<file path="src/rtl/lsq_mem_issuer.sv">
// ============================================================================
// Module   : lsq_mem_issuer
// Purpose  : Dequeues LSQ entries and issues them as load/store memory requests,
//            with register-file writeback of load data.
//            The optional memory watchdog is built when LSQ_ISSUER_TIMEOUT_EN
//            is defined.
// Revision : 1.0  initial release
// ============================================================================
`default_nettype none

module lsq_mem_issuer #(
   parameter int NUM_PHYS_REGS  = 64,
   parameter int ENTRY_SIZE     = 1 + 1 + $clog2(NUM_PHYS_REGS) + 32,
   parameter int TIMEOUT_CYCLES = 255
) (
   input  logic                             CLK,
   input  logic                             RESET,
   input  logic                             FLUSH,
   output logic                             Dequeue_OUT,
   input  logic                             DequeueResult_IN,
   input  logic [ENTRY_SIZE-1:0]            Entry_IN,
   output logic [$clog2(NUM_PHYS_REGS)-1:0] RegRdAddr_OUT,
   input  logic [31:0]                      RegRdData_IN,
   output logic                             MemReq_OUT,
   output logic                             MemWrite_OUT,
   output logic [31:0]                      MemAddr_OUT,
   output logic [31:0]                      MemWData_OUT,
   input  logic                             MemAck_IN,
   input  logic [31:0]                      MemRData_IN,
   output logic                             WB_Valid_OUT,
   output logic [$clog2(NUM_PHYS_REGS)-1:0] WB_Reg_OUT,
   output logic [31:0]                      WB_Data_OUT,
   output logic                             Drop_OUT,
   output logic                             Timeout_OUT
);

   localparam int LP = $clog2(NUM_PHYS_REGS);

   typedef enum logic [2:0] {
      IDLE = 3'd0,
      DQ   = 3'd1,
      WAIT = 3'd2,
      RD   = 3'd3,
      REQ  = 3'd4,
      WB   = 3'd5
   } state_t;

   state_t          r_state;
   logic            r_ls;
   logic [LP-1:0]   r_reg;
   logic [31:0]     r_addr;
   logic [31:0]     r_sdata;
   logic [31:0]     r_ldata;
   logic            r_drop;

   logic            w_ent_ls;
   logic            w_ent_ready;
   logic [LP-1:0]   w_ent_reg;
   logic [31:0]     w_ent_addr;

   assign w_ent_ls    = Entry_IN[ENTRY_SIZE-1];
   assign w_ent_ready = Entry_IN[ENTRY_SIZE-2];
   assign w_ent_reg   = Entry_IN[32 +: LP];
   assign w_ent_addr  = Entry_IN[31:0];

`ifdef LSQ_ISSUER_TIMEOUT_EN
   localparam int TW = $clog2(TIMEOUT_CYCLES + 1);
   logic [TW-1:0]   r_cnt;
   logic            r_tmo;
`else
   logic            w_unused_tmo_param;
   assign w_unused_tmo_param = (TIMEOUT_CYCLES == 0);
`endif

   always_ff @(posedge CLK or negedge RESET) begin
      if (!RESET) begin
         r_state <= IDLE;
         r_ls    <= 1'b0;
         r_reg   <= '0;
         r_addr  <= '0;
         r_sdata <= '0;
         r_ldata <= '0;
         r_drop  <= 1'b0;
`ifdef LSQ_ISSUER_TIMEOUT_EN
         r_cnt   <= '0;
         r_tmo   <= 1'b0;
`endif
      end else begin
         r_drop <= 1'b0;
`ifdef LSQ_ISSUER_TIMEOUT_EN
         r_tmo  <= 1'b0;
`endif
         if (FLUSH) begin
            r_state <= IDLE;
`ifdef LSQ_ISSUER_TIMEOUT_EN
            r_cnt   <= '0;
`endif
         end else begin
            case (r_state)
               IDLE: r_state <= DQ;
               DQ:   r_state <= WAIT;
               WAIT: begin
                  if (DequeueResult_IN) begin
                     r_ls    <= w_ent_ls;
                     r_reg   <= w_ent_reg;
                     r_addr  <= w_ent_addr;
                     r_sdata <= '0;
                     if (!w_ent_ready) begin
                        r_drop  <= 1'b1;
                        r_state <= IDLE;
                     end else if (w_ent_ls) begin
                        r_state <= RD;
                     end else begin
                        r_state <= REQ;
                     end
                  end else begin
                     r_state <= IDLE;
                  end
               end
               RD: begin
                  r_sdata <= RegRdData_IN;
                  r_state <= REQ;
               end
               REQ: begin
                  if (MemAck_IN) begin
`ifdef LSQ_ISSUER_TIMEOUT_EN
                     r_cnt <= '0;
`endif
                     if (!r_ls) begin
                        r_ldata <= MemRData_IN;
                        r_state <= WB;
                     end else begin
                        r_state <= IDLE;
                     end
                  end
`ifdef LSQ_ISSUER_TIMEOUT_EN
                  // The current unacked cycle is the TIMEOUT_CYCLES-th when the count already holds N-1.
                  else if (r_cnt == TW'(TIMEOUT_CYCLES - 1)) begin
                     r_cnt   <= '0;
                     r_tmo   <= 1'b1;
                     r_state <= IDLE;
                  end else begin
                     r_cnt <= r_cnt + 1'b1;
                  end
`endif
               end
               WB:      r_state <= IDLE;
               default: r_state <= IDLE;
            endcase
         end
      end
   end

   // Every output is a decode of state and captured registers only.
   assign Dequeue_OUT   = (r_state == DQ);
   assign RegRdAddr_OUT = (r_state == RD)  ? r_reg   : '0;
   assign MemReq_OUT    = (r_state == REQ);
   assign MemWrite_OUT  = (r_state == REQ) & r_ls;
   assign MemAddr_OUT   = (r_state == REQ) ? r_addr  : '0;
   assign MemWData_OUT  = (r_state == REQ) ? r_sdata : '0;
   assign WB_Valid_OUT  = (r_state == WB);
   assign WB_Reg_OUT    = (r_state == WB)  ? r_reg   : '0;
   assign WB_Data_OUT   = (r_state == WB)  ? r_ldata : '0;
   assign Drop_OUT      = r_drop;
`ifdef LSQ_ISSUER_TIMEOUT_EN
   assign Timeout_OUT   = r_tmo;
`else
   assign Timeout_OUT   = 1'b0;
`endif

endmodule

`default_nettype wire

</file>
<file path="config.mk">
export PLATFORM = sky130hd
export DESIGN_NAME = lsq_mem_issuer
export DESIGN_NICKNAME = d
export VERILOG_FILES = /design/src/rtl/lsq_mem_issuer.sv
export SDC_FILE = /design/constraint.sdc
export NUM_CORES = 1
export LEC_CHECK = 0
export CAP_MARGIN = 10
export CORE_UTILIZATION = 30
export CTS_CLUSTER_SIZE = 28
export DETAILED_ROUTE_END_ITERATION = 6
export GPL_ROUTABILITY_DRIVEN = 0
export MAX_ROUTING_LAYER = met4
export SYNTH_ARGS = -nofsm -noshare
export SYNTH_HDL_FRONTEND = slang
export SYNTH_SLANG_ARGS = --single-unit
</file>
<file path="constraint.sdc">
create_clock -name CLK -period 4.3 [get_ports CLK]
set_input_delay 0.645 -clock CLK [delete_from_list [all_inputs] [get_ports CLK]]
set_output_delay 0.645 -clock CLK [all_outputs]
set_load 0.05 [all_outputs]
</file>
# [Yosys cells after proc, flatten, opt, wreduce, memory -nomap -nowiden]
# Cells that the tools add are included.
[op_classes] n_reduce_logical=5 mux=18 n_bitwise=3 eq_ne=7
[ops] operator="two-way mux 32 bit" count=4
[ops] operator="case mux 32 bit (2 select lines)" count=1
[ops] operator="two-way mux 3 bit" count=6
[ops] operator="case mux 3 bit (5 select lines)" count=1
[ops] operator="two-way mux 6 bit" count=2
[ops] operator="equality test 3 x 2 -> 1 bit, second input constant" count=2
[ops] operator="equality test 3 bit, second input constant" count=2
[ops] operator="AND reduction 3 bit" count=2
[ops] operator="two-way mux 1 bit" count=4
[ops] operator="AND reduction 4 bit" count=1
[ops] operator="equality test 3 x 1 -> 1 bit, second input constant" count=1
[ops] operator="logical NOT 3 bit" count=1
[ops] operator="!= test 3 x 2 -> 1 bit, second input constant" count=1
[ops] operator="!= test 2 bit, second input constant" count=1
[ops] operator="NOT 1 bit" count=2
[ops] operator="nonzero test 2 bit" count=1
[ops] operator="bitwise AND 1 bit" count=1
[totals] in_bits=109 output_inout_bits=114 ff_bits=107

# [Depth between registers and ports, before layout]
# Gate-level depths: netlist of run 1.
[logic_depth] ltp_word=5 ltp_mapped=5 mapped_depth_nobuf=3

# [Least setup slack after synthesis of run 1]
# No wires, ideal clock.
[synth_timing] path_kind="register to output" startpoint="reg r_state[2]" endpoint="out MemWData_OUT[23]" slack_ns=1.815 arrival_time_ns=1.840 path_stages_with_launch=4 cell_sequence="dfrtp_1 > nor3b_4 > clkbuf_1 > and2_1"
[synth_between] elab_chain_cells=2
[synth_rtl] element="start: declaration" line="48" source="state_t r_state;"
[synth_rtl] element="start signal: assignment" line="77" source="r_state <= IDLE;"
[synth_rtl] element="start signal: assignment" line="94" source="r_state <= IDLE;"
[synth_rtl] element="start signal: assignment" line="100" source="IDLE: r_state <= DQ;"
[synth_rtl] element="equality test 3 bit"
[synth_rtl] element="net MemReq_OUT" line="24" source="output logic MemReq_OUT,"
[synth_rtl] element="two-way mux 32 bit" line="160" source="assign MemWData_OUT = (r_state == REQ) ? r_sdata : '0;"
[synth_rtl] element="end: declaration" line="27" source="output logic [31:0] MemWData_OUT,"
# The timed path passes the listed nets, and every way through them passes these cells.

# [Worst setup path after layout of run 1]
[layout_timing] startpoint="reg r_state[0]" endpoint="out MemWrite_OUT"
[layout_between] elab_chain_cells=2
[layout_rtl] element="equality test 3 bit" line="158" source="assign MemWrite_OUT = (r_state == REQ) & r_ls;"
[layout_rtl] element="bitwise AND 1 bit" line="158"
[layout_rtl] element="end: declaration" line="25" source="output logic MemWrite_OUT,"
# No other way between the ends.

==> out/metrics.csv, run 1 <==
metric,value,unit
cts_num_sinks,107,
grt_max_degree,76,
cts_hold_buf,0,
ys.flop_type,dfrtp_1,
p_leak,3.386,nW
antenna_found_initial,0,
setup_viol_count_final,0,
nets,691,
power_frac_seq,50.1,%
p_int,2.185,mW
vias_per_cell,4.443,
worst_pin_slew,1.207,ns
synthArstFlopShare,100.0,%
power.density,385.4,nW/um^2
routed_wl,12810,um
synth_area_per_cell,13.06,sq um
clk_pin_slew,0.07,ns
drc_errors,0,
cts-root-buf,clkbuf_16,
fmaxAchievable,0.3116,GHz
power_frac_comb,19.8,%
crit_type,flip-flop to primary output,
track_usage,16.46,%
yosysSeqAreaShare,55.10,%
skew,0.004347,ns
cts-buffers-inserted,9,
crit_path_end_kind,primary output,
synth_area,4860,sq um
synth-edff-count,0,
initial_core_util,30.70,%
fin_setup_tns,0,ns
post-route-min-period,3.210,ns
holdCritPathClass,input port to async pin,
grt_pass1_vias,3811,
gr-total-overflow,0,
cp-start-kind,flip-flop,
outcome,"finished, final reports clean",
drtIter0Drc,73,
io_buffers,221,
crit_fanout,44,
clock_latency,0.34,ns
dr.pass1.iters,6,
post-cts-setup-buffers,0,
switching_share,25.04,%
clock_path_buffers,2,
pre_cts_ws,1.442,ns
worstPathRequired,3.65,ns
slew-limit-headroom,19.51,%
cts_tree,yes,
rsz0062_at_grt,no,
timing.final.crit_share,74.64,%
final_layout_size_suffix_gt1_share,16.55,%
pin_count,223,
coreArea,15830,sq um
cap_violations,0,
top_regs,"r_addr (32), r_ldata (32), r_sdata (32)",
diodes,0,
final_hold_viol_count,0,
avgRoutedWirePerCell,15.98,um
ys_seq_elements,107,
vias,3563,
power.clock.fraction,30.1,%
ys_types,26,
ys_warn_count,0,
num_rows,46,
post_cts_resized,0,
grt_pass1_wl,20360,um
ir_drop,0.1512,mV
cts_htree_levels,3,
syn_inst,372,
synth_nets,481,
die_w,129.3,um
p_sw,729.6,uW
die_y,129.3,um
final_antenna_net_count,0,
fin_ws,1.090,ns
finish.utilization,47.77,%
critPathArrivalTime,2.56,ns
slew_violations,0,
syn2layout_area_growth,55.59,%
hpwlAfterDp,9151,um
design.die.area,16710,sq um
n_fill_cell,1405,
## path summary, 6_finish.rpt
path                                   startpoint                      end  slack [ns]  depth (start not counted)
max                        r_state[0]$_DFFE_PN0P_             MemWrite_OUT        1.09                          4
min                                         RESET  r_ldata[19]$_DFFE_PN0P_        0.46                          1
max reg2reg                r_state[0]$_DFFE_PN0P_  r_ldata[11]$_DFFE_PN0P_        1.92                          4
min reg2reg                r_addr[26]$_DFFE_PN0P_   r_addr[26]$_DFFE_PN0P_        0.50                          1
max in group asynchronous                   RESET   r_addr[21]$_DFFE_PN0P_        2.82                          2
min in group CLK           r_addr[26]$_DFFE_PN0P_   r_addr[26]$_DFFE_PN0P_        0.50                          1
## cell type report
cell class	instances	area, sq um	share of cell area [%]
repair buffers	226	2255	29.82
inverters	1	3.754	0.04964
well taps	216	270.3	3.574
clock inverters	5	78.83	1.043
flip-flops and latches	107	2678	35.41
clock buffers	10	229.0	3.028
multi-input cells	237	2047	27.07
## placed cells by master (no fill, tap or decap)
| master | synthesis | final |
|---|---|---|
| a21oi_1 | 2 | 2 |
| a221oi_1 | 1 | 1 |
| a22o_1 | 32 | 32 |
| and2_1 | 104 | 104 |
| and3_1 | 6 | 6 |
| and3b_1 | 2 | 2 |
| buf_4 | 1 | 5 |
| buf_8 | 0 | 1 |
| bufinv_16 | 0 | 2 |
| clkbuf_1 | 15 | 1 |
| clkbuf_16 | 0 | 9 |
| clkdlybuf4s50_1 | 0 | 220 |
| clkinv_2 | 0 | 2 |
| clkinv_4 | 0 | 1 |
| conb_1 | 1 | 1 |
| dfrtp_1 | 107 | 107 |
| inv_1 | 1 | 1 |
| mux2_2 | 41 | 41 |
| mux2_4 | 30 | 30 |
| nand2_1 | 6 | 5 |
| nand2_2 | 0 | 1 |
| nand3_4 | 1 | 1 |
| nand4_1 | 1 | 1 |
| nor2_1 | 3 | 3 |
| nor2b_1 | 2 | 2 |
| nor3b_2 | 1 | 1 |
| nor3b_4 | 1 | 1 |
| o21ai_0 | 1 | 1 |
| o21ai_2 | 0 | 1 |
| or3b_2 | 1 | 1 |
## critical path, stage by stage, from the launching register on
cell and delay, ns:
dfrtp_1 0.53, nor3b_4 0.25, buf_4 0.38, and2_1 0.24, clkdlybuf4s50_1 0.82
## logic make-up (layout without fill, tap and decap cells)
group                  count (synthesis)  in the layout  synth area share [%]
and+or+nand+nor                      128            128                 16.79
buffers and inverters                 28            242                 2.909
other                                  1              1               0.07717
DFF                                  107            107                 55.10
AOI/OAI and AO/OA                     37             37                 6.359
muxes                                 71             71                 18.77
## stage by stage
stage	instances	hold WS, ns	area, sq um	total power, mW
after global routing	802	0.5090	7561	3.087
after global placement	786	0.4787	7238	2.023
after CTS	802	0.4863	7561	2.958
after floorplan	372	0.3494	4860	1.805
final	802	0.4560	7561	2.914
after detailed placement	787	0.4831	7253	2.061
## per-layer routing
layer / vias up / track usage (%) / part of all wire (%)
met5: - / - / 0
met1: 1728 / 20.34 / 43
met4: 0 / 6.505 / 1.5
li1: 1685 / - / -
met2: 139 / 26.15 / 49
met3: 11 / 3.675 / 6.5
## synthesized netlist by cell type (all sizes together) (2+ instances only)
| cell type | n | area share [%] |
|---|---|---|
| nand2 | 6 | 0.46 |
| clkbuf | 16 | 1.3 |
| dfrtp | 107 | 55 |
| a21oi | 2 | 0.21 |
| and2 | 104 | 13 |
| buf | 11 | 1.6 |
| a22o | 32 | 5.8 |
| and3 | 6 | 0.77 |
| mux2 | 71 | 19 |
| o21ai | 2 | 0.21 |
| nor3b | 2 | 0.64 |
| nor2b | 2 | 0.26 |
| nor2 | 3 | 0.23 |
| and3b | 2 | 0.36 |
## power groups by stage
stage	Sequential (mW)	Clock (mW)	Combinational, mW
floorplan	1.41	0	0.392
global placement	1.46	0	0.563
detailed placement	1.47	0	0.588
CTS	1.46	0.909	0.587
global route	1.51	0.946	0.632
finish	1.46	0.876	0.577
Note: power is estimated with default switching activity, not from simulation.
==> inputs of run 2 (changes only) <==
Clock period 4.3 ns to 2.9 ns, I/O delays scaled along.
==> run 2 against run 1 <==
Compared with the run above: final cell count grew 0.62%; non-clock buffer count increased by 3; critical endpoint is now RegRdAddr_OUT[4]; sequential share of layout area decreased by 3.3 points; largest cell class is now buffers; register-to-register slack worse by 1.4 ns; sequential cell count stayed put; combinational power up 54%; global-route usage is essentially flat.
==> out/metrics.csv, run 2 (synthesis results as in run 1) <==
metric,value,unit
post-cts-setup-buffers,0,
io_buffers,221,
final_hold_viol_count,0,
cts_tree,yes,
outcome,"finished, final reports clean",
p_sw,1.070,mW
final_antenna_net_count,0,
crit_fanout,8,
drtIter0Drc,96,
clk_pin_slew,0.07,ns
post_cts_resized,0,
crit_buf_inv,2,
cts-buffers-inserted,9,
clock_path_buffers,2,
p_leak,3.826,nW
critPathArrivalTime,2.12,ns
crit_type,flip-flop to primary output,
power_frac_comb,21.2,%
top_regs,"r_addr (32), r_ldata (32), r_sdata (32)",
vias_per_cell,4.457,
instances_no_fill,807,
cts_hold_buf,0,
holdCritPathClass,input port to async pin,
finish.utilization,52.76,%
slew_violations,0,
layout_commonest_cell,clkdlybuf4s50_1,
design.die.area,16710,sq um
grt_max_degree,64,
hold_ws,0.07901,ns
final_layout_size_suffix_gt1_share,35.08,%
cp_slowest_cell,clkdlybuf4s50_1,
power.clock.fraction,27.5,%
coreArea,15830,sq um
cp_cell_sequence,nor2b_1 -> buf_4 -> and3_1 -> clkdlybuf4s50_1,
grt_pass1_vias,3761,
fmaxAchievable,0.3912,GHz
cts-root-buf,clkbuf_16,
cp_top_family,buffers and inverters,
worstPathRequired,2.47,ns
fin_setup_tns,0,ns
clock_latency,0.34,ns
rsz0062_at_grt,no,
final_cell_mix,"112 x clkdlybuf4s50_1, 107 x dfrtp_1, 104 x and2_1",
timing.final.crit_share,88.15,%
skew,0.007522,ns
max_stage_delay,0.84,ns
ir_drop,0.3510,mV
cp-start-kind,flip-flop,
avgRoutedWirePerCell,16.12,um
initial_core_util,30.70,%
worst_pin_slew,0.6399,ns
hpwlAfterDp,9583,um
die_w,129.3,um
dp_cells,790,
antenna_found_initial,1,
cts_num_sinks,107,
dr.pass1.iters,4,
power_frac_seq,51.3,%
grt_pass1_wl,20220,um
cap_violations,0,
p_int,3.127,mW
vias,3597,
switching_share,25.49,%
syn2layout_area_growth,71.83,%
power.density,502.6,nW/um^2
nets,694,
cts_htree_levels,3,
pin_count,223,
setup_viol_count_final,0,
crit_path_end_kind,primary output,
drc_errors,0,
gr-total-overflow,0,
track_usage,16.44,%
die_y,129.3,um
routed_wl,13010,um
post-route-min-period,2.556,ns
num_rows,46,
slew-limit-headroom,57.34,%
## run 2: changes by cell type in the layout (fill, tap and decap cells not counted), sizes merged
cell           delta
buf             +111
clkdlybuf4s50   -108
clkbuf            +3
bufinv            -2
clkinv            -2
clkinvlp          +2
diode             +1
## run 2: area by class of cell
type,count,area (sq um)
antenna,1,2.502
clock buffer,13,250.2
clock inverter,3,23.77
fill,1361,7477
inverter,1,3.754
multi-input combinational,237,2047
sequential,107,2678
tap,216,270.3
timing repair buffer,229,3075
## run 2: per-layer routing
layer	track usage [%]	up-vias	part of all wire, %
li1	-	1694	-
met1	20.47	1748	42
met2	25.27	134	48
met3	4.707	21	7.1
met4	6.228	0	2.2
met5	-	-	0
## run 2: worst reg2reg max path: stages (launching register included)
cell and delay (ns):
dfrtp_1 0.54, nor3b_4 0.25, buf_4 0.40, nand3_4 0.57, mux2_4 0.52
## run 2: worst paths after layout
kind                       slack (ns)  cells after the start                    from                      end
hold reg to reg                  0.50                      1  r_addr[20]$_DFFE_PN0P_   r_addr[20]$_DFFE_PN0P_
hold / removal                   0.08                      1                   RESET  r_ldata[12]$_DFFE_PN0P_
setup / recovery                 0.34                      4  r_state[1]$_DFFE_PN0P_         RegRdAddr_OUT[4]
min in group CLK                 0.50                      1  r_addr[20]$_DFFE_PN0P_   r_addr[20]$_DFFE_PN0P_
setup reg to reg                 0.51                      4  r_state[0]$_DFFE_PN0P_  r_ldata[18]$_DFFE_PN0P_
max in group asynchronous        2.05                      2                   RESET     r_reg[5]$_DFFE_PN0P_
## run 2: through the flow
step	worst slack [ns]	power, mW	instance area (sq um)
finish	0.3436	4.197	8351
global route	0.2436	4.429	8351
CTS	0.2990	4.268	8348
detailed placement	0.4604	3.084	8074
global placement	0.5505	3.030	8074
floorplan	0.6250	2.676	4860
## run 2: power by group through the flow
stage / sequential, mW / combinational, mW / clock (mW)
CTS: 2.16 / 0.905 / 1.21
global placement: 2.16 / 0.871 / 0
finish: 2.15 / 0.890 / 1.15
floorplan: 2.10 / 0.581 / 0
global route: 2.22 / 0.967 / 1.24
detailed placement: 2.18 / 0.902 / 0
